**src/rtl/assoc_refill_controller_if.sv**
```systemverilog
// Requester / associative-block / memory signal bundle for the refill controller.
// Latency: none (wires only).
// Backpressure: valid/ready on req, resp and mem_req; lookup, fill and mem_resp have no backpressure.
interface assoc_refill_controller_if #(
    parameter int BITS_DATA    = 32,
    parameter int BITS_ADDRESS = 32,
    parameter int WAY_BITS     = 1
);
    logic                    req_valid;
    logic                    req_ready;
    logic [BITS_ADDRESS-1:0] req_address;
    logic                    resp_valid;
    logic                    resp_ready;
    logic [BITS_DATA-1:0]    resp_data;
    logic                    resp_hit;
    logic [BITS_ADDRESS-1:0] lookup_address;
    logic                    lookup_hit;
    logic [BITS_DATA-1:0]    lookup_data;
    logic [WAY_BITS-1:0]     victim_way;
    logic                    fill_valid;
    logic [WAY_BITS-1:0]     fill_way;
    logic [BITS_ADDRESS-1:0] fill_address;
    logic [BITS_DATA-1:0]    fill_data;
    logic                    mem_req_valid;
    logic                    mem_req_ready;
    logic [BITS_ADDRESS-1:0] mem_req_address;
    logic                    mem_resp_valid;
    logic [BITS_DATA-1:0]    mem_resp_data;

    // Controller side.
    modport master (
        input  req_valid, req_address, resp_ready, lookup_hit, lookup_data, victim_way,
               mem_req_ready, mem_resp_valid, mem_resp_data,
        output req_ready, resp_valid, resp_data, resp_hit, lookup_address,
               fill_valid, fill_way, fill_address, fill_data, mem_req_valid, mem_req_address
    );

    // Requester / block / memory side.
    modport slave (
        output req_valid, req_address, resp_ready, lookup_hit, lookup_data, victim_way,
               mem_req_ready, mem_resp_valid, mem_resp_data,
        input  req_ready, resp_valid, resp_data, resp_hit, lookup_address,
               fill_valid, fill_way, fill_address, fill_data, mem_req_valid, mem_req_address
    );
endinterface

```
**src/rtl/assoc_refill_controller.sv**
```systemverilog
// Miss handler: lookup, on miss fetch from memory and fill victim way, then respond (ASSOC_REFILL_STATS_EN adds hit/miss counters).
// Latency: hit 1 cycle in LOOKUP then respond; miss adds memory request, memory wait and one fill cycle.
// Backpressure: one request in flight; req_ready only in IDLE; mem_req and resp held stable until accepted.
module assoc_refill_controller #(
    parameter int BITS_DATA     = 32,
    parameter int BITS_ADDRESS  = 32,
    parameter int ASSOCIATIVITY = 2,
    localparam int WAY_BITS     = (ASSOCIATIVITY > 1) ? $clog2(ASSOCIATIVITY) : 1
) (
    input  logic clock,
    input  logic reset,
    assoc_refill_controller_if.master bus
`ifdef ASSOC_REFILL_STATS_EN
    ,
    output logic [31:0] hit_count,
    output logic [31:0] miss_count
`endif
);

    typedef enum logic [2:0] {
        IDLE     = 3'd0,
        LOOKUP   = 3'd1,
        MEM_REQ  = 3'd2,
        MEM_WAIT = 3'd3,
        FILL     = 3'd4,
        RESPOND  = 3'd5
    } state_t;

    state_t                  state;
    state_t                  state_next;
    logic [BITS_ADDRESS-1:0] addr_q;
    logic [BITS_DATA-1:0]    data_q;
    logic [WAY_BITS-1:0]     way_q;
    logic                    hit_q;

    // State register; reset always lands in IDLE, abandoning any memory request.
    always_ff @(posedge clock) begin
        if (!reset) state <= IDLE;
        else        state <= state_next;
    end

    // Next-state logic; memory responses are only looked at in MEM_WAIT.
    always_comb begin
        state_next = state;
        case (state)
            IDLE:     if (bus.req_valid)      state_next = LOOKUP;
            LOOKUP:   state_next = bus.lookup_hit ? RESPOND : MEM_REQ;
            MEM_REQ:  if (bus.mem_req_ready)  state_next = MEM_WAIT;
            MEM_WAIT: if (bus.mem_resp_valid) state_next = FILL;
            FILL:     state_next = RESPOND;
            RESPOND:  if (bus.resp_ready)     state_next = IDLE;
            default:  state_next = IDLE;
        endcase
    end

    // Strobes owned by individual states.
    always_comb begin
        bus.req_ready     = (state == IDLE);
        bus.mem_req_valid = (state == MEM_REQ);
        bus.fill_valid    = (state == FILL);
        bus.resp_valid    = (state == RESPOND);
    end

    // Transaction registers: address at accept, hit data or way at lookup, refill data from memory.
    always_ff @(posedge clock) begin
        if (!reset) begin
            addr_q <= '0;
            data_q <= '0;
            way_q  <= '0;
            hit_q  <= 1'b0;
        end else begin
            case (state)
                IDLE: if (bus.req_valid) addr_q <= bus.req_address;
                LOOKUP: begin
                    hit_q <= bus.lookup_hit;
                    if (bus.lookup_hit) data_q <= bus.lookup_data;
                    else                way_q  <= bus.victim_way;
                end
                MEM_WAIT: if (bus.mem_resp_valid) data_q <= bus.mem_resp_data;
                default: ;
            endcase
        end
    end

    // Every address-like output is the latched request; data outputs hold their last value.
    assign bus.lookup_address  = addr_q;
    assign bus.mem_req_address = addr_q;
    assign bus.fill_address    = addr_q;
    assign bus.fill_data       = data_q;
    assign bus.fill_way        = way_q;
    assign bus.resp_data       = data_q;
    assign bus.resp_hit        = hit_q;

`ifdef ASSOC_REFILL_STATS_EN
    // Saturating hit/miss counters, stepped on the single LOOKUP cycle.
    always_ff @(posedge clock) begin
        if (!reset) begin
            hit_count  <= '0;
            miss_count <= '0;
        end else if (state == LOOKUP) begin
            if (bus.lookup_hit) begin
                if (hit_count != 32'hFFFF_FFFF) hit_count <= hit_count + 32'd1;
            end else begin
                if (miss_count != 32'hFFFF_FFFF) miss_count <= miss_count + 32'd1;
            end
        end
    end
`endif

endmodule
```
**src/flat_wrapper.sv**
```systemverilog
// flat-port wrapper written by rule: the top's interface ports become plain ports
module assoc_refill_controller_flat 
#(
    parameter int BITS_DATA     = 32,
    parameter int BITS_ADDRESS  = 32,
    parameter int ASSOCIATIVITY = 2,
    localparam int WAY_BITS     = (ASSOCIATIVITY > 1) ? $clog2(ASSOCIATIVITY) : 1
)
  (clock, reset, bus_req_valid, bus_req_address, bus_resp_ready, bus_lookup_hit, bus_lookup_data, bus_victim_way, bus_mem_req_ready, bus_mem_resp_valid, bus_mem_resp_data, bus_req_ready, bus_resp_valid, bus_resp_data, bus_resp_hit, bus_lookup_address, bus_fill_valid, bus_fill_way, bus_fill_address, bus_fill_data, bus_mem_req_valid, bus_mem_req_address);
  assoc_refill_controller_if #(.BITS_DATA(BITS_DATA), .BITS_ADDRESS(BITS_ADDRESS)) bus_i ();
  input  logic clock;
  input  logic reset;
  input wire logic [$bits(bus_i.req_valid)-1:0] bus_req_valid;
  input wire logic [$bits(bus_i.req_address)-1:0] bus_req_address;
  input wire logic [$bits(bus_i.resp_ready)-1:0] bus_resp_ready;
  input wire logic [$bits(bus_i.lookup_hit)-1:0] bus_lookup_hit;
  input wire logic [$bits(bus_i.lookup_data)-1:0] bus_lookup_data;
  input wire logic [$bits(bus_i.victim_way)-1:0] bus_victim_way;
  input wire logic [$bits(bus_i.mem_req_ready)-1:0] bus_mem_req_ready;
  input wire logic [$bits(bus_i.mem_resp_valid)-1:0] bus_mem_resp_valid;
  input wire logic [$bits(bus_i.mem_resp_data)-1:0] bus_mem_resp_data;
  output wire logic [$bits(bus_i.req_ready)-1:0] bus_req_ready;
  output wire logic [$bits(bus_i.resp_valid)-1:0] bus_resp_valid;
  output wire logic [$bits(bus_i.resp_data)-1:0] bus_resp_data;
  output wire logic [$bits(bus_i.resp_hit)-1:0] bus_resp_hit;
  output wire logic [$bits(bus_i.lookup_address)-1:0] bus_lookup_address;
  output wire logic [$bits(bus_i.fill_valid)-1:0] bus_fill_valid;
  output wire logic [$bits(bus_i.fill_way)-1:0] bus_fill_way;
  output wire logic [$bits(bus_i.fill_address)-1:0] bus_fill_address;
  output wire logic [$bits(bus_i.fill_data)-1:0] bus_fill_data;
  output wire logic [$bits(bus_i.mem_req_valid)-1:0] bus_mem_req_valid;
  output wire logic [$bits(bus_i.mem_req_address)-1:0] bus_mem_req_address;
  assign bus_i.req_valid = bus_req_valid;
  assign bus_i.req_address = bus_req_address;
  assign bus_i.resp_ready = bus_resp_ready;
  assign bus_i.lookup_hit = bus_lookup_hit;
  assign bus_i.lookup_data = bus_lookup_data;
  assign bus_i.victim_way = bus_victim_way;
  assign bus_i.mem_req_ready = bus_mem_req_ready;
  assign bus_i.mem_resp_valid = bus_mem_resp_valid;
  assign bus_i.mem_resp_data = bus_mem_resp_data;
  assign bus_req_ready = bus_i.req_ready;
  assign bus_resp_valid = bus_i.resp_valid;
  assign bus_resp_data = bus_i.resp_data;
  assign bus_resp_hit = bus_i.resp_hit;
  assign bus_lookup_address = bus_i.lookup_address;
  assign bus_fill_valid = bus_i.fill_valid;
  assign bus_fill_way = bus_i.fill_way;
  assign bus_fill_address = bus_i.fill_address;
  assign bus_fill_data = bus_i.fill_data;
  assign bus_mem_req_valid = bus_i.mem_req_valid;
  assign bus_mem_req_address = bus_i.mem_req_address;
  assoc_refill_controller #(.BITS_DATA(BITS_DATA), .BITS_ADDRESS(BITS_ADDRESS), .ASSOCIATIVITY(ASSOCIATIVITY)) u_core (.clock(clock), .reset(reset), .bus(bus_i));
endmodule
```
**config.mk**
```make
export PLATFORM = sky130hd
export DESIGN_NAME = assoc_refill_controller_flat
export DESIGN_NICKNAME = d
export VERILOG_FILES = /design/src/rtl/assoc_refill_controller_if.sv /design/src/rtl/assoc_refill_controller.sv /design/src/flat_wrapper.sv
export SDC_FILE = /design/constraint.sdc
export NUM_CORES = 1
export LEC_CHECK = 0
export ABC_CLOCK_PERIOD_IN_PS = 3200
export CAP_MARGIN = 20
export CORE_AREA = 2 2 109 100
export DETAILED_ROUTE_END_ITERATION = 10
export DIE_AREA = 0 0 111 102
export PLACE_DENSITY = 0.92
export SYNTH_ARGS = -nofsm -noshare
export SYNTH_HDL_FRONTEND = slang
export SYNTH_SLANG_ARGS = --single-unit
```
**constraint.sdc**
```tcl
create_clock -name clock -period 3.2 [get_ports clock]
set_input_delay 0.32 -clock clock [delete_from_list [all_inputs] [get_ports clock]]
set_output_delay 0.32 -clock clock [all_outputs]
set_load 0.02 [all_outputs]
```
==> flow_summary.yaml, run 1 <==
run_status:
  status: "finished, final reports clean"
critical_path:
  crit_chain: "and2_1 -> clkdlybuf4s50_1"
  r2r_slack_ns: 0.95
  crit_arrival_ns: 1.94
  crit_family: "flip-flops"
  slowest_delay_ns: 0.77
  cp-endpoint: "bus_mem_req_valid"
  critPathKind: "reg -> out"
  r2r-start: "u_core.state[0]$_SDFFE_PN0P_"
  critPathLaunch: "u_core.state[1]$_SDFFE_PN0P_"
  critPathBufInv: 1
  startpoint_type: "register"
  end_kind: "output port"
  worstPathMaxFanout: 21
  reg2reg_depth: 3
  r2r_end: "u_core.bus.fill_data[5]$_SDFFE_PN0P_"
  cp.depth: 2
  required_ns: 2.88
  cp_slowest_cell: "dfxtp_1"
pwr:
  leakagePower_nw: 2.17
  power_density_nw_per_um2: 501
  vdd_drop_max_uv: 210
  finalPower_w: 0.00308
floorplanning:
  io_pins: 270
  fp.dieW_um: 111
  fp-row-count: 35
  core_area_um2: 10100
  dieHeight_um: 102
  fp.dieArea_um2: 11300
  start_util_pct: 38.6
grt:
  grt_pass1_vias: 3677
  grt_max_degree: 39
  grtUsageTotal_pct: 18.9
  globalRouteOverflowTotal: 0
  grt_pass1_wl_mm: 17.3
  antenna_found_initial: 0
sta:
  min_period_ns: 2.26
  finalSetupViolations: 0
  maxSlewHeadroom_pct: 50.1
  fin_worst_skew_ns: 0.00562
  fmax_ghz: 0.442
  hold_ws_ns: 0.486
  rsz0062_at_grt: "false"
  fin_crit_sh_pct: 70.7
  tightest_slew_ns: 0.747
  finalHoldViolCount: 0
  fin_tns_setup_ns: 0
  drv_slew: 0
cts:
  cts_root_buf: "clkbuf_16"
  clk_latency_ns: 0.32
  cts_buffers: 9
  clk_path_buf_depth: 2
  path_clk_slew_ns: 0.05
  cts_sinks: 69
  cts_tree: "built"
  cts_resized: 0
  htree_levels: 3
  post_cts.repair.setup_buffers: 0
  hold_buffers: 0
synth:
  synth.most_common_cell: "nand2_1"
  syn_inst: 466
  ys_async_sr_fraction_pct: 0
  ys_seq_area_share_pct: 35.4
  synthFlopType: "dfxtp_1"
  synth_fp_nets: 570
  synth_area_leaders: "dfxtp_1 (35%), buf_4 (19%), nand2_1 (12%)"
  yosysTopAreaCell: "dfxtp_1"
  yosys.area.top_type_share_pct: 35.4
  syn_area_um2: 3900
  synth_common_cells: "nand2_1 (129), buf_4 (100), dfxtp_1 (69)"
  ys_ff_latch: 69
  synth.avg_cell_area_um2: 8.37
  synth-edff-count: 0
  yosys_warnings: 0
  ys_types: 35
cells_and_area:
  diodes: 0
  nets: 723
  drive_gt1_share_pct: 8.52
  nFillCells: 825
  seq_area_um2: 1380
  syn_to_final_growth_pct: 57.6
  multi_input_area_um2: 1570
  design_area_um2: 6150
detailed_routing:
  drtIter0Drc: 95
  wl_per_cell_um: 15.6
  postRouteAntennaNets: 0
  first_pass_iters: 6
  num_vias: 3780
  viasPerCell: 5.03
  wl_mm: 11.7
  drc_errors: 0
placed_design:
  placed_cell_area_um2: 5850
  place_hpwl_mm: 9.06
  numPortBuffers: 269
  place_congestion: 0.815
hold_path:
  hold_path_class: "reg -> reg"
run:
  drv_cap: 0
power breakdown:
part / leakage [nW] / switching [W] / internal, W / total (W)
Sequential: 0.565 / 0.0000986 / 0.000948 / 0.00105
Clock: 0.134 / 0.000337 / 0.000555 / 0.000892
Combinational: 1.47 / 0.000566 / 0.000575 / 0.00114
cell type report:
type                            count  area share (%)
Timing Repair Buffer              275            45.1
Multi-Input combinational cell    263            25.5
Sequential cell                    69            22.5
Clock buffer                       12            4.17
Tap cell                          129            2.63
Clock inverter                      2           0.163
Inverter                            1          0.0611
worst reg2reg max path, cell delays in order, from the launching register on:
cell      delay (ns)
dfxtp_1         0.65
nor2b_2         0.64
and2_4          0.59
a311oi_2        0.21
per-layer routing:
layer  GRT usage [%]  vias up  share of wire (%)
met1            18.7     1755                 36
met5               0        -                  0
met2            37.8      216                 54
met3            4.63       28                8.5
li1                -     1781                  -
met4            8.65        0                2.3
cells in the final DEF, fill, tap and decap left out, drive strengths merged, types with 2 or more instances in the layout:
cell type      count
dfxtp             69
and2               3
mux2i              4
clkinv             2
a21oi             65
nand3b             4
nor4b              2
a311oi            32
nand2            129
nor2               5
buf                6
nor4bb             2
clkbuf            12
clkdlybuf4s50    269
and3b              2
flip-flops by register name, indices dropped and copies added, names as in the netlist:
register,cells
u_core.bus.fill_way,1
u_core.bus.fill_address,32
u_core.bus.resp_hit,1
u_core.bus.fill_data,32
u_core.state,3
stage by stage:
step,instances,worst slack (ns),utilization (%)
finish,751,0.937,60.8
CTS,750,0.931,60.5
global route,751,0.778,60.8
floorplan,466,1.78,-
detailed placement,736,0.915,57.9
global placement,736,1.00,57.9
worst min path at each step:
| stage | startpoint | to | cells after the start |
|---|---|---|---|
| 5_1_grt | u_core.bus.fill_address[20]$_SDFFE_PN0P_ | u_core.bus.fill_address[20]$_SDFFE_PN0P_ | 2 |
| 6_report | u_core.bus.fill_address[14]$_SDFFE_PN0P_ | u_core.bus.fill_address[14]$_SDFFE_PN0P_ | 2 |
| 3_3_place_gp | u_core.bus.fill_address[19]$_SDFFE_PN0P_ | u_core.bus.fill_address[19]$_SDFFE_PN0P_ | 2 |
| 3_5_place_dp | u_core.bus.fill_address[12]$_SDFFE_PN0P_ | u_core.bus.fill_address[12]$_SDFFE_PN0P_ | 2 |
| 4_1_cts | u_core.bus.fill_address[12]$_SDFFE_PN0P_ | u_core.bus.fill_address[12]$_SDFFE_PN0P_ | 2 |
| 2_1_floorplan | reset | u_core.state[2]$_SDFFE_PN0P_ | 1 |
logic make-up (layout without fill, tap and decap cells):
family	Yosys count	after routing	share of synthesized area, %
simple gates	154	154	17.3
mux	5	5	1.41
compound gates	104	104	21.4
buf+inv	134	290	24.6
flops	69	69	35.4
Note: power is estimated with default switching activity, not from simulation.
==> inputs of run 2 (changes only) <==
ABC_CLOCK_PERIOD_IN_PS = 2100   (was 3200)
CORE_AREA = 2 2 113 104   (was 2 2 109 100)
DIE_AREA = 0 0 115 106   (was 0 0 111 102)
PLACE_DENSITY = 0.86   (was 0.92)
clock period = 2.1 ns   (was 3.2 ns; I/O delays follow)
==> flow_summary.yaml, run 2 (same netlist as run 1, synthesis figures left out) <==
critical_path:
  end_kind: "output port"
  worstPathMaxFanout: 12
  startpoint_type: "register"
  cp_slowest_cell: "dfxtp_1"
  crit_chain: "nor2_1 -> and2_1 -> clkdlybuf4s50_1"
  critPathKind: "reg -> out"
  crit_arrival_ns: 1.75
  required_ns: 1.89
  slowest_delay_ns: 0.61
floorplanning:
  start_util_pct: 35.1
  fp.dieArea_um2: 12200
  core_area_um2: 11100
  dieHeight_um: 106
  fp-row-count: 37
  io_pins: 270
  fp.dieW_um: 115
sta:
  finalSetupViolations: 0
  min_period_ns: 1.96
  fin_crit_sh_pct: 93.4
  finalHoldViolCount: 0
  tightest_slew_ns: 0.517
  fmax_ghz: 0.510
  fin_worst_skew_ns: 0.00533
  rsz0062_at_grt: "false"
  maxSlewHeadroom_pct: 65.5
  fin_tns_setup_ns: 0
  drv_slew: 0
  hold_ws_ns: 0.437
cts:
  cts_tree: "built"
  post_cts.repair.setup_buffers: 0
  cts_buffers: 9
  clk_latency_ns: 0.32
  clk_path_buf_depth: 2
  path_clk_slew_ns: 0.06
  cts_sinks: 69
  cts_root_buf: "clkbuf_16"
  htree_levels: 3
cells_and_area:
  post-route-util_pct: 55.5
  final_cell_mix: "clkdlybuf4s50_1 (269), nand2_1 (129), dfxtp_1 (67), a21oi_1 (65), a311oi_2 (28)"
  final_common_cell: "clkdlybuf4s50_1"
  diodes: 0
  nets: 727
  syn_to_final_growth_pct: 58.1
  final_cells: 761
  drive_gt1_share_pct: 9.44
grt:
  grt_pass1_vias: 3638
  grtUsageTotal_pct: 18.0
  antenna_found_initial: 0
  globalRouteOverflowTotal: 0
  grt_max_degree: 33
  grt_pass1_wl_mm: 17.5
pwr:
  leakagePower_nw: 2.18
  vdd_drop_max_uv: 342
  power_density_nw_per_um2: 756
detailed_routing:
  drc_errors: 0
  first_pass_iters: 4
  wl_per_cell_um: 15.2
  drtIter0Drc: 244
  viasPerCell: 4.87
  num_vias: 3709
  postRouteAntennaNets: 0
  wl_mm: 11.6
placed_design:
  dp_cells: 748
  place_hpwl_mm: 8.69
  numPortBuffers: 269
  place_congestion: 0.763
hold_path:
  hold_path_class: "in -> reg"
run_status:
  status: "finished, final reports clean"
run:
  drv_cap: 0
-- run 2: cell types whose count changed in the layout (fill, tap and decap cells not counted), sizes merged --
cell    previous run  this run
buf                6        10
clkbuf            12        10
clkinv             2         3
-- run 2: final timing paths --
path                                             from                                       end  slack (ns)  cells past startpoint
max reg2reg              u_core.state[1]$_SDFFE_PN0P_     u_core.bus.fill_data[28]$_SDFFE_PN0P_        0.32                      3
min                                bus_req_address[5]   u_core.bus.fill_address[5]$_SDFFE_PN0P_        0.44                      3
max                      u_core.state[1]$_SDFFE_PN0P_                            bus_fill_valid        0.14                      3
min reg2reg  u_core.bus.fill_address[13]$_SDFFE_PN0P_  u_core.bus.fill_address[13]$_SDFFE_PN0P_        0.48                      2
-- run 2: cell type report --
class                           count  area (um^2)
Tap cell                          136          170
Inverter                            1         3.75
Clock inverter                      3         15.0
Multi-Input combinational cell    263         1570
Clock buffer                       10          239
Timing Repair Buffer              279         2790
Sequential cell                    69         1380
Fill cell                         979         4940
-- run 2: worst max-delay path, delay by kind of cell, from the launching register on --
family / cells / cell delay [ns]
DFF: 1 / 0.61
buffers and inverters: 1 / 0.54
and+or+nand+nor: 2 / 0.28
-- run 2: per-layer routing --
layer,GRT usage (%),part of all wire (%)
met4,6.97,2.0
met1,19.6,39
met3,4.28,8.4
met2,33.2,51
met5,0,0
-- run 2: what timing repair did --
item	in CTS	in global routing
gates resized for setup	0	2
hold buffers	0	0
setup endpoints to repair	0	3
endpoints found under the hold margin	0	0
-- run 2: per-stage QoR --
step,setup slack [ns],cell area [um^2],total power [W]
2_1_floorplan,0.678,3900,0.00272
3_3_place_gp,0.279,5910,0.00332
3_5_place_dp,0.203,5910,0.00336
4_1_cts,0.0224,6170,0.00471
5_1_grt,0.0262,6170,0.00488
6_report,0.138,6170,0.00466
-- run 2: power by group --
group	switching (W)	leakage [nW]	internal (W)
combinational	0.000867	1.49	0.000875
sequential	0.000146	0.566	0.00145
clock	0.000525	0.130	0.000804
